## config.mk

```make
export PLATFORM = sky130hd
export DESIGN_NAME = updown_counter_mc
export DESIGN_NICKNAME = d
export VERILOG_FILES = /design/src/rtl/updown_counter_mc.sv
export SDC_FILE = /design/constraint.sdc
export NUM_CORES = 1
export LEC_CHECK = 0
export CAP_MARGIN = 20
export CORE_MARGIN = 4
export CORE_UTILIZATION = 35
export DETAILED_ROUTE_END_ITERATION = 6
export PLACE_DENSITY = 0.59
export SYNTH_ARGS = -nofsm -noshare
export SYNTH_HDL_FRONTEND = slang
export SYNTH_SLANG_ARGS = --single-unit
```

## constraint.sdc

```tcl
create_clock -name CLK -period 5.5 [get_ports CLK]
set_input_delay 1.1 -clock CLK [delete_from_list [all_inputs] [get_ports CLK]]
set_output_delay 1.1 -clock CLK [all_outputs]
set_load 0.02 [all_outputs]
```

## src/rtl/updown_counter_mc.sv

```systemverilog
`default_nettype none
// ============================================================================
// Module   : updown_counter_mc
// Brief    : Multi-channel up/down counter advanced by prescaler tick or manual
//            step edge. Optional Gray outputs built when COUNTER_GRAY_EN is defined.
// Revision : 1.0 - initial release
// ============================================================================
module updown_counter_mc #(
  parameter int WIDTH    = 10,
  parameter int CHANNELS = 2,
  parameter int DIV_BITS = 23,
  parameter int SATURATE = 0
) (
  input  logic                      CLK,
  input  logic                      RST,
  input  logic                      MANUAL,
  input  logic                      STEP,
  input  logic [CHANNELS-1:0]       EN,
  input  logic [CHANNELS-1:0]       DIR,
  input  logic [CHANNELS-1:0]       CLR,
  input  logic [CHANNELS-1:0]       LOAD,
  input  logic [CHANNELS*WIDTH-1:0] LOAD_VAL,
  output logic [CHANNELS*WIDTH-1:0] COUNT,
  output logic [CHANNELS*WIDTH-1:0] GRAY,
  output logic [CHANNELS-1:0]       TC,
  output logic [2:0]                ACT_N
);

  localparam logic [WIDTH-1:0]    C_MAX       = '1;
  localparam logic [WIDTH-1:0]    C_ONE       = 1;
  localparam logic [DIV_BITS-1:0] C_PRESC_ONE = 1;

  logic [DIV_BITS-1:0] presc_q, presc_d;
  logic                step_q, step_d;
  logic                rel_q, rel_d;
  logic [2:0]          act_q, act_d;
  logic                w_tick, w_edge, w_adv;

  always_comb begin
    presc_d = presc_q + C_PRESC_ONE;
    step_d  = STEP;
    rel_d   = 1'b0;
    w_tick  = &presc_q;
    // rel_q masks the first cycle after reset so a held STEP is not an edge
    w_edge  = STEP & ~step_q & ~rel_q & ~RST;
    w_adv   = MANUAL ? w_edge : w_tick;
    act_d   = w_tick ? act_q + 3'd1 : act_q;
  end

  always_ff @(posedge CLK) begin
    if (RST) begin
      presc_q <= '0;
      step_q  <= 1'b0;
      rel_q   <= 1'b1;
      act_q   <= 3'd0;
    end else begin
      presc_q <= presc_d;
      step_q  <= step_d;
      rel_q   <= rel_d;
      act_q   <= act_d;
    end
  end

  assign ACT_N = ~{act_q[0], act_q[1], act_q[2]};

  for (genvar i = 0; i < CHANNELS; i++) begin : g_ch
    logic [WIDTH-1:0] cnt_q, cnt_d;
    logic             tc_q, tc_d;

    always_comb begin
      cnt_d = cnt_q;
      tc_d  = 1'b0;
      if (CLR[i]) begin
        cnt_d = '0;
      end else if (LOAD[i]) begin
        cnt_d = LOAD_VAL[i*WIDTH +: WIDTH];
      end else if (w_adv && EN[i]) begin
        if (DIR[i]) begin
          if (cnt_q == C_MAX) begin
            tc_d  = 1'b1;
            cnt_d = (SATURATE != 0) ? cnt_q : '0;
          end else begin
            cnt_d = cnt_q + C_ONE;
          end
        end else begin
          if (cnt_q == '0) begin
            tc_d  = 1'b1;
            cnt_d = (SATURATE != 0) ? cnt_q : C_MAX;
          end else begin
            cnt_d = cnt_q - C_ONE;
          end
        end
      end
    end

    always_ff @(posedge CLK) begin
      if (RST) begin
        cnt_q <= '0;
        tc_q  <= 1'b0;
      end else begin
        cnt_q <= cnt_d;
        tc_q  <= tc_d;
      end
    end

    assign COUNT[i*WIDTH +: WIDTH] = cnt_q;
    assign TC[i]                   = tc_q;

`ifdef COUNTER_GRAY_EN
    logic [WIDTH-1:0] gray_q, gray_d;

    // Encoded from the next count so GRAY lines up with COUNT
    always_comb begin
      gray_d = cnt_d ^ (cnt_d >> 1);
    end

    always_ff @(posedge CLK) begin
      if (RST) begin
        gray_q <= '0;
      end else begin
        gray_q <= gray_d;
      end
    end

    assign GRAY[i*WIDTH +: WIDTH] = gray_q;
`else
    assign GRAY[i*WIDTH +: WIDTH] = '0;
`endif
  end

endmodule
`default_nettype wire

```

### Word-level counts from Yosys, hierarchy flattened

Cells that the tools add are included.

| storage, ports and cells | value |
|---|---|
| bits in registers | 50 |
| bits of input ports | 32 |
| output and inout port bits | 45 |
| word-level logic and storage cells | 54 |

| cells by class | value |
|---|---|
| add/sub/neg operators | 6 |
| eq/ne operators | 2 |
| multiplexer cells | 18 |
| bitwise logic cells | 9 |
| reduce and logical (&&, ||, !) cells | 11 |

Operators by type and width:

| operator | count |
|---|---|
| $mux W10 | 10 |
| $add A23 B1 Y23 const B | 1 |
| $reduce_and A23 Y1 | 1 |
| $add A10 B1 Y10 const B | 2 |
| $eq A10 B10 Y1 const B | 2 |
| $logic_not A10 Y1 | 2 |
| $sub A10 B1 Y10 const B | 2 |
| $mux W1 | 8 |
| $reduce_or A4 Y1 | 2 |
| $not A1 Y1 | 5 |
| $reduce_bool A2 Y1 | 2 |
| $reduce_or A2 Y1 | 2 |
| $add A3 B1 Y3 const B | 1 |
| $and A1 B1 Y1 | 3 |
| $not A3 Y3 | 1 |
| $logic_and A1 B1 Y1 | 2 |

### Logic depth before layout (Yosys ltp)

| logic depth | value |
|---|---|
| depth in word-level cells | 8 |
| gate-level depth with buffers | 9 |
| gate-level depth less buffers | 8 |

### Least setup slack after synthesis

Ideal clock, no wire load.

| timing path | value |
|---|---|
| kind | input port to flip-flop |
| start point | input DIR[1] |
| end point | register g_ch[1].cnt_q[5] |
| library setup time | 0.103 ns |
| arrival time | 2.438 ns |
| required time | 5.397 ns |
| slack | 2.958 ns |
| stages on the path | 7 |
| buffers on the path | 1 |
| cells stage by stage | buf_6 or4b_1 nor2_1 a21oi_1 o21ai_0 o22ai_1 a2111oi_2 |

| on the way | value |
|---|---|
| longest elaborated chain between the ends | 3 |

Ends and longest elaborated chain:

| what | RTL line | source |
|---|---|---|
| from (decl) | 19 | `input logic [CHANNELS-1:0] DIR,` |
| $mux W10 | 78 | `if (DIR[i]) begin` |
| $mux W10 | 77 | `end else if (w_adv && EN[i]) begin` |
| $mux W10 | 75 | `end else if (LOAD[i]) begin` |
| to (signal assigned) | 101 | `cnt_q <= cnt_d;` |
| to (decl) | 67 | `logic [WIDTH-1:0] cnt_q, cnt_d;` |

No other way between the ends. The select of a mux whose other input is x is not followed.
A chain may end at the register's enable or synchronous reset.

### Worst setup path after layout

| timing path | value |
|---|---|
| start point | input RST |
| end point | register g_ch[1].cnt_q[5] |

| on the way | value |
|---|---|
| longest elaborated chain between the ends | 5 |
| elaborated cells on any way between the ends | 6 |
| those cells by class | mux: 1; bitwise: 2; reduce/logical: 3 |

Ends and longest elaborated chain:

| what | RTL line | source |
|---|---|---|
| from (decl) | 15 | `input logic RST,` |
| $not A1 Y1 | 45 | `w_edge = STEP & ~step_q & ~rel_q & ~RST;` |
| $and A1 B1 Y1 | 45 |  |
| $mux W1 | 46 | `w_adv = MANUAL ? w_edge : w_tick;` |
| $logic_and A1 B1 Y1 | 77 |  |
| $reduce_bool A2 Y1 (no line) | -- |  |

Several ways; a longest one is shown, not always the timed one.

==> results.json <==
{
  "fp.dieH_microns": 103.6,
  "antenna_found_initial": 0,
  "hold_ws_ns": 0.4689,
  "synth.avg_cell_area_sq_um": 7.886,
  "worst-setup-path-type": "in -> reg",
  "cts.sinks": 50,
  "fin_crit_sh": 0.5977,
  "cp_slowest_cell": "clkdlybuf4s50_1",
  "gp_congestion": 0.9208,
  "cts_buffer_depth": 2,
  "fin_nets": 488,
  "finalSetupViolations": 0,
  "hold_buffers": 0,
  "cts_tree": "built",
  "setup_slack_ns": 2.213,
  "power_mw": 0.7281,
  "ant_nets": 0,
  "place_ws_ns": 1.840,
  "ir_worst_vdd_uv": 89.41,
  "ys_async_sr_fraction": 0,
  "worstSetupEndpointType": "register",
  "layout.cells.non_filler": 558,
  "hold_viol": 0,
  "drt_iter0_markers": 135,
  "grt_max_degree": 29,
  "cap_violations": 0,
  "slew_violations": 0,
  "synth_fa_ha_area_frac": 0.02345,
  "final_cell_mix": "clkdlybuf4s50_1, dfxtp_1, nor2_1, nand2_1, o21ai_0",
  "max_slew_margin": 0.4632,
  "clk_pin_slew_ns": 0.09,
  "synthCells": 406,
  "fp-row-count": 34,
  "grt_pass1_vias": 2820,
  "drt-total-wl_mm": 8.199,
  "cp_cell_sequence": "clkdlybuf4s50_1 > buf_4 > nor2b_1 > and3_1 > a32o_2 > o21ai_0 > nand2_1 > a2111oi_2",
  "grt.overflow.total": 0,
  "die_w_microns": 103.6,
  "critPathLaunchType": "input pin",
  "cts_buffers": 5,
  "cp.required_ns": 5.70,
  "synth_top_family_by_area": "simple AND/OR/NAND/NOR gates",
  "port_buffers": 56,
  "synth_enable_flop_cells": 0,
  "setup_tns_ns": 0,
  "syn-cell-area_sq_mm": 0.003202,
  "drc_errors": 0,
  "synth_xor_area_frac": 0.07933,
  "synthMuxAreaShare": 0.003126,
  "hpwl_mm": 6.185,
  "vias": 2981,
  "routedWlPerCell_microns": 14.69,
  "path_delay_family": "buffers and inverters",
  "layout_commonest_cell": "clkdlybuf4s50_1",
  "period_needed_ns": 3.287,
  "rsz0062_at_grt": "no",
  "hold_path.class": "reg -> reg",
  "layout-drive-gt1-share": 0.06667,
  "initial_core_util": 0.3636,
  "max_freq_mhz": 304.2,
  "critPathBufInv": 2,
  "viasPerCell": 5.342,
  "core_area_sq_mm": 0.008806,
  "cts_resized": 0,
  "status": "complete, no violations",
  "yosysSeqAreaShare": 0.3126,
  "synth_flop_cell": "dfxtp_1",
  "antennaDiodeCount": 0,
  "power_density_mw_per_mm2": 191.1,
  "critPathArrivalTime_ns": 3.49,
  "synthDistinctLibCells": 68,
  "yosys.area_share.simple": 0.2853,
  "power_leakage_nw": 1.443,
  "clock_latency_ns": 0.31,
  "cts_max_level": 2,
  "grt_usage": 0.1502,
  "slowest_delay_ns": 0.71,
  "tightest_slew_ns": 0.7991,
  "synth_compound_area_frac": 0.1977,
  "ys_warn_count": 0,
  "fin_skew_ns": 0.01034,
  "io_pins": 77,
  "syn_to_final_growth_pct": 18.99,
  "drtPass1Iterations": 4,
  "die_area_sq_mm": 0.01074,
  "cts_setup_buffers": 0,
  "cts_root_buf": "clkbuf_8",
  "ys_ff_latch": 50,
  "path_max_fanout": 28,
  "place_inst": 550,
  "grt_pass1_wl_mm": 13.74
}
[sequential cells by signal, indices dropped and copies added (netlist names)]
register / cells
act_q: 3
presc_q: 23
g_ch.cnt_q: 20
rel_q: 1
step_q: 1
g_ch.tc_q: 2
[path summary, 6_finish.rpt]
kind	start	end	slack [ns]	cells after the start
worst max-delay path	RST	g_ch[1].cnt_q[5]$_SDFFE_PP0P_	2.21	8
worst min register to register	presc_q[0]$_SDFF_PP0_	presc_q[0]$_SDFF_PP0_	0.47	1
worst min-delay path	presc_q[0]$_SDFF_PP0_	presc_q[0]$_SDFF_PP0_	0.47	1
worst max register to register	g_ch[1].cnt_q[0]$_SDFFE_PP0P_	g_ch[1].cnt_q[3]$_SDFFE_PP0P_	3.17	8
[stage by stage]
step | area (sq um) | utilization
floorplan | 3273 | -
global placement | 3721 | 0.4226
detailed placement | 3721 | 0.4226
CTS | 3805 | 0.4321
global route | 3810 | 0.4327
finish | 3810 | 0.4327
[power breakdown]
part           switching, mW  leakage, nW  internal, mW  total [mW]
Clock                  0.125       0.0362        0.0871       0.212
Combinational         0.0731         1.00        0.0578       0.131
Sequential            0.0155        0.406         0.370       0.385
Total                  0.213         1.44         0.515       0.728
[synthesized netlist by cell type, types with 4 or more instances]
library cell	instances	area share
a21o_1	4	0.0094
a21oi_1	23	0.036
a31oi_1	4	0.0078
and3_1	9	0.018
buf_2	5	0.0078
buf_4	24	0.056
clkbuf_1	7	0.0082
dfxtp_1	50	0.31
ha_1	6	0.023
inv_1	14	0.016
nand2_1	39	0.046
nand3_1	11	0.017
nand4_1	12	0.023
nor2_1	43	0.050
nor3_1	15	0.023
nor4_1	7	0.014
o21ai_0	31	0.048
or3_1	5	0.0098
xnor2_1	13	0.036
xor2_1	16	0.044
[layer usage]
layer,vias up,part of all wire,global-route usage
li1,1502,-,-
met2,84,0.45,0.2350
met1,1383,0.47,0.2063
met4,0,0.017,0.04463
met3,12,0.055,0.03483
met5,-,0,0
[worst register-to-register path: stages (launching register included)]
cell      delay [ns]
dfxtp_1         0.56
inv_1           0.12
ha_1            0.26
or4b_1          0.25
nor2_1          0.07
a21oi_1         0.40
o21ai_0         0.15
a221oi_1        0.29
a22oi_1         0.13
[cell families after synthesis]
group | count (synthesis)
flip-flops | 50
XOR/XNOR | 29
AND/OR/NAND/NOR | 170
AO/OA/AOI/OAI | 94
adder cells (fa/ha/maj) | 6
other | 1
multiplexers | 1
buffers and inverters | 55
[final cells by class]
cell class | instances | area [sq um]
multi-input cells | 320 | 1961
clock inverters | 2 | 15.01
clock buffers | 5 | 68.82
repair buffers | 58 | 573.1
fillers | 921 | 4996
inverters | 15 | 56.30
flip-flops and latches | 50 | 1001
well taps | 108 | 135.1
(Power assumes the default switching activity.)
